### src/rtl/counter_reader.sv
// Snapshots a wide counter on capture_i and streams it LSB-first as bytes over valid/ready.
// Define COUNTER_READER_HEADER_EN to prefix each frame with a 0xA5 header byte.
module counter_reader #(
  parameter int COUNTER_SIZE = 40
) (
  input  logic                    clock_i,
  input  logic                    reset_i,
  input  logic [COUNTER_SIZE-1:0] counterIn_i,
  input  logic                    capture_i,
  input  logic                    clearOverrun_i,
  output logic [7:0]              data_o,
  output logic                    valid_o,
  input  logic                    ready_i,
  output logic                    last_o,
  output logic                    busy_o,
  output logic                    overrun_o
);

  localparam int NUM_BYTES = (COUNTER_SIZE + 7) / 8;
  localparam int IDX_W     = $clog2(NUM_BYTES + 1);
  localparam int SNAP_W    = NUM_BYTES * 8;
  localparam logic [IDX_W-1:0] LAST_IDX = IDX_W'(NUM_BYTES - 1);

`ifdef COUNTER_READER_HEADER_EN
  typedef enum logic [1:0] {IDLE = 2'd0, DATA = 2'd1, HEADER = 2'd2} state_t;
  localparam state_t FIRST = HEADER;
`else
  typedef enum logic [0:0] {IDLE = 1'b0, DATA = 1'b1} state_t;
  localparam state_t FIRST = DATA;
`endif

  state_t            state, state_n;
  logic [IDX_W-1:0]  idx, idx_n;
  logic [SNAP_W-1:0] snap, snap_n;
  logic              ovr_n, xfer, end_xfer;
  logic [7:0]        byte_n, data_n;
  logic              valid_n, last_n;

  always_comb begin
    state_n  = state;
    idx_n    = idx;
    snap_n   = snap;
    ovr_n    = overrun_o;
    xfer     = valid_o & ready_i;
    end_xfer = xfer & last_o;

    if (clearOverrun_i)
      ovr_n = 1'b0;

    if (capture_i && (state == IDLE || end_xfer)) begin
      snap_n                   = '0;
      snap_n[COUNTER_SIZE-1:0] = counterIn_i;
      idx_n                    = '0;
      state_n                  = FIRST;
    end else begin
      // Reaching here with capture_i set means a frame is mid-flight: drop it.
      if (capture_i)
        ovr_n = 1'b1;
      if (xfer) begin
`ifdef COUNTER_READER_HEADER_EN
        if (state == HEADER) begin
          state_n = DATA;
          idx_n   = '0;
        end
`endif
        if (state == DATA) begin
          if (last_o) begin
            state_n = IDLE;
            idx_n   = '0;
          end else begin
            idx_n = idx + IDX_W'(1);
          end
        end
      end
    end

    byte_n = 8'h00;
    for (int k = 0; k < NUM_BYTES; k++)
      if (idx_n == IDX_W'(k))
        byte_n = snap_n[k*8 +: 8];

    data_n = 8'h00;
    if (state_n == DATA)
      data_n = byte_n;
`ifdef COUNTER_READER_HEADER_EN
    if (state_n == HEADER)
      data_n = 8'hA5;
`endif
    valid_n = (state_n != IDLE);
    last_n  = (state_n == DATA) && (idx_n == LAST_IDX);
  end

  always_ff @(posedge clock_i or posedge reset_i) begin
    if (reset_i) begin
      state     <= IDLE;
      idx       <= '0;
      snap      <= '0;
      data_o    <= 8'h00;
      valid_o   <= 1'b0;
      last_o    <= 1'b0;
      busy_o    <= 1'b0;
      overrun_o <= 1'b0;
    end else begin
      state     <= state_n;
      idx       <= idx_n;
      snap      <= snap_n;
      data_o    <= data_n;
      valid_o   <= valid_n;
      last_o    <= last_n;
      busy_o    <= valid_n;
      overrun_o <= ovr_n;
    end
  end

endmodule

### config.mk
export PLATFORM = sky130hd
export DESIGN_NAME = counter_reader
export DESIGN_NICKNAME = d
export VERILOG_FILES = /design/src/rtl/counter_reader.sv
export SDC_FILE = /design/constraint.sdc
export NUM_CORES = 1
export LEC_CHECK = 0
export CAP_MARGIN = 0
export CORE_MARGIN = 8
export CORE_UTILIZATION = 50
export DETAILED_ROUTE_END_ITERATION = 8
export GPL_TIMING_DRIVEN = 0
export PLACE_DENSITY = 0.85
export REMOVE_ABC_BUFFERS = 1
export SKIP_LAST_GASP = 1
export SYNTH_ARGS = -nofsm -noshare
export SYNTH_HDL_FRONTEND = slang
export SYNTH_SLANG_ARGS = --single-unit
### constraint.sdc
create_clock -name clock_i -period 2.3 [get_ports clock_i]
set_input_delay 0.46 -clock clock_i [delete_from_list [all_inputs] [get_ports clock_i]]
set_output_delay 0.46 -clock clock_i [all_outputs]
set_load 0.02 [all_outputs]
Word-level counts from Yosys, hierarchy flattened
Cells that the tools add are included.
{ "word_totals": {"reg_bits": 54, "wordCells": 36, "in_bits": 45} }
{ "op_classes": {"n_bitwise": 3, "add_sub_neg": 1, "eq_ne": 4, "n_reduce_logical": 4, "mux": 18} }
{ "ops": {"columns": ["operator", "n"], "rows": [
  ["two-way mux 8 bit", 6],
  ["two-way mux 40 bit", 1],
  ["two-way mux 3 bit", 4],
  ["two-way mux 1 bit", 7],
  ["== test 3 x 2 -> 1 bit, second input constant", 2],
  ["adder 3 x 1 -> 3 bit, second input constant", 1],
  ["== test 3 x 1 -> 1 bit, second input constant", 1],
  ["== test 3 bit, second input constant", 1],
  ["zero test 3 bit", 1],
  ["bitwise AND 1 bit", 2],
  ["logical AND 1 bit", 2],
  ["logical OR 1 bit", 1],
  ["NOT 1 bit", 1]
]} }

Depth between registers and ports, before layout
Gate-level depths: netlist (run 1).
{ "logic_depth": {"word_depth": 12, "depth_mapped": 9} }

Least setup slack after synthesis (run 1)
No wires, ideal clock.
{ "synth_path": {"kind": "register to register", "start": "register idx[0]", "end": "register data_o[4]", "stages_incl_launch_ff": 8, "slack_ps": 384, "t_arrival_ps": 1785, "path_buffers": 1, "setup_ps": 130, "cell_sequence": "dfrtp_1 -> ha_1 -> a21bo_2 -> a221oi_2 -> a21oi_2 -> buf_2 -> o41ai_2 -> a21oi_1"} }
{ "synth_between": {"elab_chain_cells": 12} }
{ "synth_lines": {"columns": ["element", "line_no", "rtl"], "rows": [
  ["start: declaration", "33", "logic [IDX_W-1:0] idx, idx_n;"],
  ["start signal: assignment", "105", "idx <= idx_n;"],
  ["adder 3 x 1 -> 3 bit", "71", "idx_n = idx + IDX_W'(1);"],
  ["two-way mux 3 bit", "67", "if (last_o) begin"],
  ["two-way mux 3 bit", "66", "if (state == DATA) begin"],
  ["two-way mux 3 bit *", "59", "if (xfer) begin"],
  ["two-way mux 3 bit *", "50", "if (capture_i && (state == IDLE || end_xfer)) begin"],
  ["zero test 3 bit", "79", "if (idx_n == IDX_W'(k))"],
  ["two-way mux 8 bit (4 in series)", "79", null],
  ["two-way mux 8 bit *", "79", null],
  ["two-way mux 8 bit *", "83", "if (state_n == DATA)"],
  ["named net data_n[4]", "36", "logic [7:0] byte_n, data_n;"],
  ["end signal: assignment", "107", "data_o <= data_n;"],
  ["end: declaration", "11", "output logic [7:0] data_o,"]
]} }
Mark *: on every way through the listed nets, which the timed path passes. The rest lies on a longest branch.

Worst setup path after layout (run 1)
{ "layout_path": {"start": "input port ready_i", "end": "register data_o[0]"} }
{ "layout_rtl": {"columns": ["element", "line_no", "rtl"], "rows": [
  ["start: declaration", "13", "input logic ready_i,"],
  ["bitwise AND 1 bit", "44", "xfer = valid_o & ready_i;"],
  ["bitwise AND 1 bit", "45", "end_xfer = xfer & last_o;"],
  ["logical OR 1 bit", "50", null],
  ["logical AND 1 bit", "50", null],
  ["two-way mux 40 bit", "50", null],
  ["named net snap_n[32]", "34", "logic [SNAP_W-1:0] snap, snap_n;"],
  ["two-way mux 8 bit", "79", null],
  ["two-way mux 8 bit", "83", null],
  ["named net data_n[0]", "36", null]
]} }
The timed path passes the listed nets, and every way through them passes these cells.

==> results of run 1 <==
-- cell families (layout without fill, tap and decap cells) --
family	count (synthesis)	in the layout
flip-flops	54	54
multiplexers	17	17
buffers and inverters	33	85
AND/OR/NAND/NOR	86	87
adder cells (fa/ha/maj)	1	1
AO/OA/AOI/OAI	76	76
-- through the flow --
| stage | hold WS (ns) | instances | power (uW) |
|---|---|---|---|
| 2_1_floorplan | 0.4364 | 249 | 3085 |
| 3_3_place_gp | 0.4529 | 377 | 3674 |
| 3_5_place_dp | 0.4587 | 378 | 3781 |
| 4_1_cts | 0.4755 | 387 | 4355 |
| 5_1_grt | 0.5086 | 392 | 4749 |
| 6_report | 0.4586 | 392 | 4465 |
-- timing repair --
item | CTS | global route
endpoints found under the setup margin | 27 | 8
gates cloned | 1 | 0
gates resized for setup | 7 | 3
hold endpoints to repair | 0 | 0
setup buffers | 0 | 5
pin swaps | 1 | 0
hold buffers | 0 | 0
-- worst register-to-register path, delay by kind of cell, from the launching register on --
kind            cells  cell delay, ns
flops               1            0.46
fa+ha+maj           1            0.26
compound gates      5            1.21
buf+inv             1            0.18
-- worst paths after layout --
check	start	end	slack (ns)	depth (start not counted)
max	ready_i	data_o[0]	0.03	6
min	reset_i	snap[1]	0.46	2
max reg2reg	idx[0]	data_o[0]	0.07	7
min reg2reg	snap[22]	snap[22]	0.48	2
max in group asynchronous	reset_i	state	1.31	3
min in group clock_i	snap[22]	snap[22]	0.48	2
-- per-layer routing --
layer,up-vias,wire length (microns)
li1,1075,-
met1,1083,2693
met2,78,3388
met3,20,405
met4,0,178
met5,-,0
-- cells in the final DEF, fill, tap and decap left out, types with 3 or more instances in the layout --
master,instances
o221ai_1,4
a32oi_1,4
nor2_1,6
o41ai_2,3
buf_4,5
o41ai_1,5
a31oi_1,4
nand2b_1,3
a211oi_1,4
o211ai_1,11
a21boi_0,4
o21ai_0,11
nand2_1,40
dfrtp_1,53
nand3_1,19
a21bo_2,6
nand4_1,4
and2_1,4
clkdlybuf4s50_1,54
mux2_2,10
clkbuf_8,6
a21oi_1,12
mux2_1,5
inv_1,9
-- cell type report --
| type | instances | area share (%) |
|---|---|---|
| clock inverters | 2 | 0.3588 |
| well taps | 72 | 2.583 |
| clock buffers | 6 | 2.368 |
| flip-flops and latches | 54 | 38.79 |
| inverters | 15 | 1.866 |
| repair buffers | 62 | 17.55 |
| multi-input cells | 181 | 36.49 |
-- power by group --
group	leakage, uW	internal [uW]	switching [uW]	total [uW]
sequential	0.000668	1390	205	1590
combinational	0.000810	1000	1320	2320
clock	0.0000472	243	308	551
total	0.00152	2630	1830	4460
-- flip-flops by register name, indices dropped and copies added, names as in the netlist --
signal,flops
data_o,8
last_o,1
snap,40
idx,3
state,1
overrun_o,1
==> qor.csv, run 1 <==
stage,metric,value,unit
synth,synth warn,0,
sta,unrepaired setup endpoints after global routing,true,
clock_network,CTS tree,done,
place,number of I/O port buffers,56,
sta,final hold violations,0,
power_and_ir_drop,VDD IR max,532.2,uV
synth,synthesized area per cell,10.40,sq um
synth,"Seq/Total Area, Yosys",48.65,%
setup_path,CP Max Fanout,25,
synth,number of synthesized register bits,54,
grt,met2 global-route usage,28.08,%
power_and_ir_drop,cell leakage power,0.001525,uW
sta,post-route clock period utilization,98.80,%
floorplan,Starting Density,51.07,%
synth,Synth top cells by count,"54 x dfrtp_1, 40 x nand2_1, 19 x nand3_1, 12 x a21oi_1",
synth,Post-Syn Area,2778,sq um
sta,Max-slew headroom,65.24,%
power_and_ir_drop,total power divided by cell area,1280,nW/um^2
grt,pin count of the biggest net entering global routing,36,
floorplan,vertical extent of the die,90.54,microns
grt,global routing met1 resource utilization,18.57,%
synth,commonest register cell after synthesis,dfrtp_1,
finish,core utilization of the finished layout,64.11,%
place,worst setup slack before clock tree synthesis,-1.048,ns
sta,count of endpoints failing setup in the final report,0,
setup_path,critical-path cell with the highest stage delay,dlygate4sd2_1,
synth,dominant combinational cell family by area after synthesis,compound AO/OA/AOI/OAI gates,
finish,final net count,365,
finish,area occupied by multi-input gates,1272,sq um
setup_path,endpoint required time on the critical path,2.48,ns
synth,Simple-Gate Fraction of Synth Area,15.36,%
setup_path,cell family contributing the most delay on the critical path,compound AO/OA/AOI/OAI gates,
synth,adder-cell share of the synthesized area,0.4505,%
synth,cell type with the highest aggregate area in the netlist,dfrtp_1,
setup_path,combined buffer and inverter count along the critical path,1,
floorplan,site row count,27,
synth,"top cells by area, synth","dfrtp_1 49%, nand2_1 5.4%, mux2_2 4.1%",
detailed_routing,DRC,0,
synth,Post-synth EDFFs,0,
clock_network,clock slew at the register clock pins of the worst setup and hold paths,0.10,ns
clock_network,buffer type at the clock tree root,clkbuf_8,
clock_network,number of clock buffers inserted by TritonCTS,5,
sta,maximum frequency from static timing analysis,0.4400,GHz
synth,Yosys top cell area share,48.65,%
status,status,completed,
synth,fraction of synthesized area in multiplexers,7.432,%
place,HPWL after DPL,4.747,mm
setup_path,cell chain of the critical path,dlygate4sd2_1 -> a21bo_4 -> nand2_4 -> mux2_1 -> o41ai_1 -> a31oi_1,
detailed_routing,DRT antenna net count,0,
floorplan,area of the die,8197,sq um
floorplan,horizontal extent of the die,90.54,microns
sta,minimum clock period after layout,2.272,ns
grt,"Remaining Overflow, GRT",0,
sta,max-slew violations,0,
run,max-cap violations,0,
grt,met3 Track Usage GR,3.990,%
synth,most instantiated library cell after synthesis,dfrtp_1,
sta,min setup slack post-route,0.02751,ns
sta,worst clock skew,0.008111,ns
grt,initial antenna violation count,0,
place,GPL Wtd Cong,0.8587,
clock_network,number of levels the H-tree was split into,2,
synth,unique cell type count in the Yosys netlist,50,
floorplan,Ports,57,
synth,async set-reset flop share out of synthesis,100.0,%
floorplan,core outline area,5439,sq um
clock_network,worst-case clock buffer depth,2,
detailed_routing,Post-Route WL,6.665,mm
finish,share of post-route cells with drive strength above 1,16.56,%
grt,vias in the first global route,2395,
finish,Reg area,1353,sq um
sta,Least-Margin Pin Slew,0.5183,ns
finish,number of fill cells,426,
finish,area overhead of the layout relative to synthesis,25.54,%
worst_hold_path,Worst Hold Class,in2async,
setup_path,Worst Setup Start Kind,primary input,
grt,wire length of the first global-routing pass,11.20,mm
grt,most crowded layer after global routing,met2,
finish,antenna diode count,0,
detailed_routing,total via count after detailed routing,2256,
detailed_routing,drt pass-1 iters,4,
clock_network,"Clk Latency, worst-skew pair",0.31,ns
clock_network,total clock sinks,54,
detailed_routing,via count normalized by instance count,5.755,
grt,GR Util All Layers,16.45,%
sta,final total negative setup slack,0,ns
detailed_routing,average wire per standard cell,17.00,microns
setup_path,worst stage delay on the critical path,0.50,ns
synth,synthesized-area fraction occupied by xor and xnor cells,0,%
synth,Synth Area in Compound Gates,21.49,%
synth,number of standard cells after synthesis,267,
setup_path,endpoint kind of the worst setup timing path,flop,
place,Area after DPL,3326,sq um
setup_path,WP data arrival,2.45,ns
detailed_routing,DRT iter0 DRCs,131,
finish,Final Instance Area,3487,sq um
setup_path,Setup CP Type,in2reg,
(Power assumes the default switching activity.)
==> run 2, diff against run 1 <==
--- a/config.mk
+++ b/config.mk
@@ -6,11 +6,12 @@
 export NUM_CORES = 1
 export LEC_CHECK = 0
 export CAP_MARGIN = 0
+export CORE_ASPECT_RATIO = 1.1
 export CORE_MARGIN = 8
-export CORE_UTILIZATION = 50
+export CORE_UTILIZATION = 51
 export DETAILED_ROUTE_END_ITERATION = 8
 export GPL_TIMING_DRIVEN = 0
-export PLACE_DENSITY = 0.85
+export PLACE_DENSITY = 0.87
 export REMOVE_ABC_BUFFERS = 1
 export SKIP_LAST_GASP = 1
 export SYNTH_ARGS = -nofsm -noshare
==> constraint.sdc (replaced) <==
create_clock -name clock_i -period 2.3 [get_ports clock_i]
set_input_delay 0.69 -clock clock_i [delete_from_list [all_inputs] [get_ports clock_i]]
set_output_delay 0.69 -clock clock_i [all_outputs]
set_load 0.02 [all_outputs]
==> run 2 against run 1 <==
Compared with the run above:
- critical path depth down 5
- worst hold slack better by 0.025 ns
- global-route usage up 1.7 points
- final area up 0.75%
- combinational power up 3%
- cell count up 0.77%
- critical path type is now reg2out
- largest cell class unchanged
==> qor.csv, run 2 (synthesized netlist as in run 1, its figures left out) <==
stage,metric,value,unit,change
grt,wire length of the first global-routing pass,11.61,mm,was 11.20 mm
finish,number of fill cells,450,,was 426
power_and_ir_drop,total power divided by cell area,1303,nW/um^2,was 1280 nW/um^2
finish,"most common cell after layout, fill and taps aside",clkdlybuf4s50_1,,unchanged
sta,post-route clock period utilization,97.14,%,was 98.80%
sta,Max-slew headroom,64.92,%,was 65.24%
clock_network,"Clk Latency, worst-skew pair",0.33,ns,was 0.31 ns
finish,"commonest cells after routing, fill and taps aside","54 x clkdlybuf4s50_1, 52 x dfrtp_1, 40 x nand2_1",,"was 54 x clkdlybuf4s50_1, 53 x dfrtp_1, 40 x nand2_1"
finish,antenna diode count,0,,unchanged
clock_network,worst-case clock buffer depth,2,,unchanged
detailed_routing,total via count after detailed routing,2291,,was 2256
sta,max-slew violations,0,,unchanged
grt,vias in the first global route,2417,,was 2395
clock_network,number of clock buffers inserted by TritonCTS,5,,unchanged
setup_path,origin of the critical flop-to-flop path,idx[0],,unchanged
clock_network,buffer type at the clock tree root,clkbuf_8,,unchanged
clock_network,total clock sinks,54,,unchanged
sta,minimum clock period after layout,2.234,ns,was 2.272 ns
sta,maximum frequency from static timing analysis,0.4476,GHz,was 0.4400 GHz
grt,pin count of the biggest net entering global routing,34,,was 36
clock_network,hold buffer count at CTS,0,,unchanged
detailed_routing,Routed met3 length,323,microns,was 405 microns
worst_hold_path,Worst Hold Class,reg2reg,,was in2async
detailed_routing,Post-Route WL,7.096,mm,was 6.665 mm
setup_path,CP Launch Point,state,,was ready_i
detailed_routing,via count normalized by instance count,5.800,,was 5.755
floorplan,Ports,57,,unchanged
setup_path,cell chain of the critical path,clkdlybuf4s50_1,,was dlygate4sd2_1 -> a21bo_4 -> nand2_4 -> mux2_1 -> o41ai_1 -> a31oi_1
sta,count of endpoints failing setup in the final report,0,,unchanged
finish,share of post-route cells with drive strength above 1,17.50,%,was 16.56%
finish,final net count,365,,unchanged
detailed_routing,wire length on met1,2.885,mm,was 2.693 mm
place,Area after DPL,3329,sq um,was 3326 sq um
sta,final hold violations,0,,unchanged
clock_network,CTS tree,done,,unchanged
setup_path,cell family contributing the most delay on the critical path,buffers and inverters,,was compound AO/OA/AOI/OAI gates
setup_path,capture point of the worst path,busy_o,,was data_o[0]
sta,Least-Margin Pin Slew,0.5232,ns,was 0.5183 ns
sta,final total negative setup slack,0,ns,unchanged
power_and_ir_drop,VDD IR max,542.2,uV,was 532.2 uV
power_and_ir_drop,Final Power,4576,uW,was 4465 uW
floorplan,area of the die,8066,sq um,was 8197 sq um
sta,worst clock skew,0.01566,ns,was 0.008111 ns
clock_network,clock slew at the register clock pins of the worst setup and hold paths,0.12,ns,was 0.10 ns
sta,unrepaired setup endpoints after global routing,false,,was true
sta,Fin Hold WS,0.4836,ns,was 0.4586 ns
setup_path,worst stage delay on the critical path,0.66,ns,was 0.50 ns
place,number of I/O port buffers,56,,unchanged
finish,Final Instance Area,3513,sq um,was 3487 sq um
floorplan,site row count,28,,was 27
finish,area occupied by multi-input gates,1289,sq um,was 1272 sq um
detailed_routing,drt pass-1 iters,4,,unchanged
detailed_routing,DRT iter0 DRCs,252,,was 131
setup_path,Worst Setup Start Kind,flop,,was primary input
setup_path,Setup CP Type,reg2out,,was in2reg
setup_path,endpoint required time on the critical path,1.61,ns,was 2.48 ns
setup_path,critical-path cell with the highest stage delay,clkdlybuf4s50_1,,was dlygate4sd2_1
setup_path,reg-to-reg endpoint,data_o[6],,was data_o[0]
setup_path,depth of the worst register-to-register path,7,,unchanged
detailed_routing,DRC,0,,unchanged
place,HPWL after DPL,4.889,mm,was 4.747 mm
finish,max FFs per register,40,,unchanged
clock_network,number of levels the H-tree was split into,2,,unchanged
finish,Reg area,1354,sq um,was 1353 sq um
finish,biggest registers after layout,"snap: 40 flops, data_o: 8 flops, idx: 3 flops",,unchanged
setup_path,CP Max Fanout,14,,was 25
detailed_routing,top routing layer used,met4,,unchanged
floorplan,vertical extent of the die,93.40,microns,was 90.54 microns
finish,core utilization of the finished layout,65.98,%,was 64.11%
finish,area overhead of the layout relative to synthesis,26.49,%,was 25.54%
detailed_routing,DRT antenna net count,0,,unchanged
setup_path,slack of the worst reg-to-reg path,0.10,ns,was 0.07 ns
detailed_routing,wire length on met2,3.713,mm,was 3.388 mm
grt,"Remaining Overflow, GRT",0,,unchanged
status,status,completed,,unchanged
grt,initial antenna violation count,0,,unchanged
grt,GR Util All Layers,18.18,%,was 16.45%
setup_path,endpoint kind of the worst setup timing path,output port,,was flop
detailed_routing,average wire per standard cell,17.96,microns,was 17.00 microns
floorplan,Starting Density,52.16,%,was 51.07%
place,GPL Wtd Cong,0.8455,,was 0.8587
run,max-cap violations,0,,unchanged
floorplan,horizontal extent of the die,86.37,microns,was 90.54 microns
setup_path,WP data arrival,1.54,ns,was 2.45 ns
setup_path,combined buffer and inverter count along the critical path,1,,unchanged
power_and_ir_drop,cell leakage power,0.001526,uW,was 0.001525 uW
floorplan,core outline area,5325,sq um,was 5439 sq um
setup_path,cell count along the critical path,1,,was 6
finish,largest reg by FF count,snap,,unchanged
run 2: worst min path at each step:
| stage | endpoint | cells after the start | startpoint |
|---|---|---|---|
| 2_1_floorplan | snap[27] | 2 | snap[27] |
| 3_3_place_gp | snap[31] | 2 | snap[31] |
| 3_5_place_dp | snap[26] | 2 | snap[26] |
| 4_1_cts | snap[26] | 2 | snap[26] |
| 5_1_grt | snap[31] | 2 | snap[31] |
| 6_report | snap[26] | 2 | snap[26] |
run 2: timing repair:
action	4_1_cts	5_1_grt
endpoints found under the setup margin	30	9
pin swaps	1	0
buffers inserted	0	5
gates resized for setup	13	4
gates cloned	1	0
run 2: layer usage:
metal	track usage, %	vias up
met5	0	-
met3	2.807	14
met2	31.36	83
met4	9.195	0
met1	21.36	1122
li1	-	1072
run 2: power breakdown:
group          total [uW]  internal (uW)  leakage [uW]  switching [uW]
clock network         589            229     0.0000506             360
logic                2390           1010      0.000809            1380
registers            1600           1390      0.000667             207
total                4580           2630       0.00153            1950
run 2: through the flow:
stage / instances / setup slack, ns
after global routing: 395 / 0.0008153
final: 395 / 0.06581
after detailed placement: 381 / -1.279
after global placement: 380 / -1.254
after CTS: 390 / 0.007383
after floorplan: 249 / -0.03093
run 2: final cells by class:
class                      instances  area share [%]
clock buffer                       5           1.959
clock inverter                     3          0.8191
inverter                          15           1.781
multi-input combinational        181           36.68
sequential                        54           38.53
tap                               75           2.671
timing repair buffer              62           17.56
==> run 3, diff against run 2 <==
--- a/config.mk
+++ b/config.mk
@@ -14,6 +14,7 @@
 export PLACE_DENSITY = 0.87
 export REMOVE_ABC_BUFFERS = 1
 export SKIP_LAST_GASP = 1
+export SLEW_MARGIN = 5
 export SYNTH_ARGS = -nofsm -noshare
 export SYNTH_HDL_FRONTEND = slang
 export SYNTH_SLANG_ARGS = --single-unit
==> results of run 3 <==
The final DEF is identical to that of run 2; final timing and power are the same.
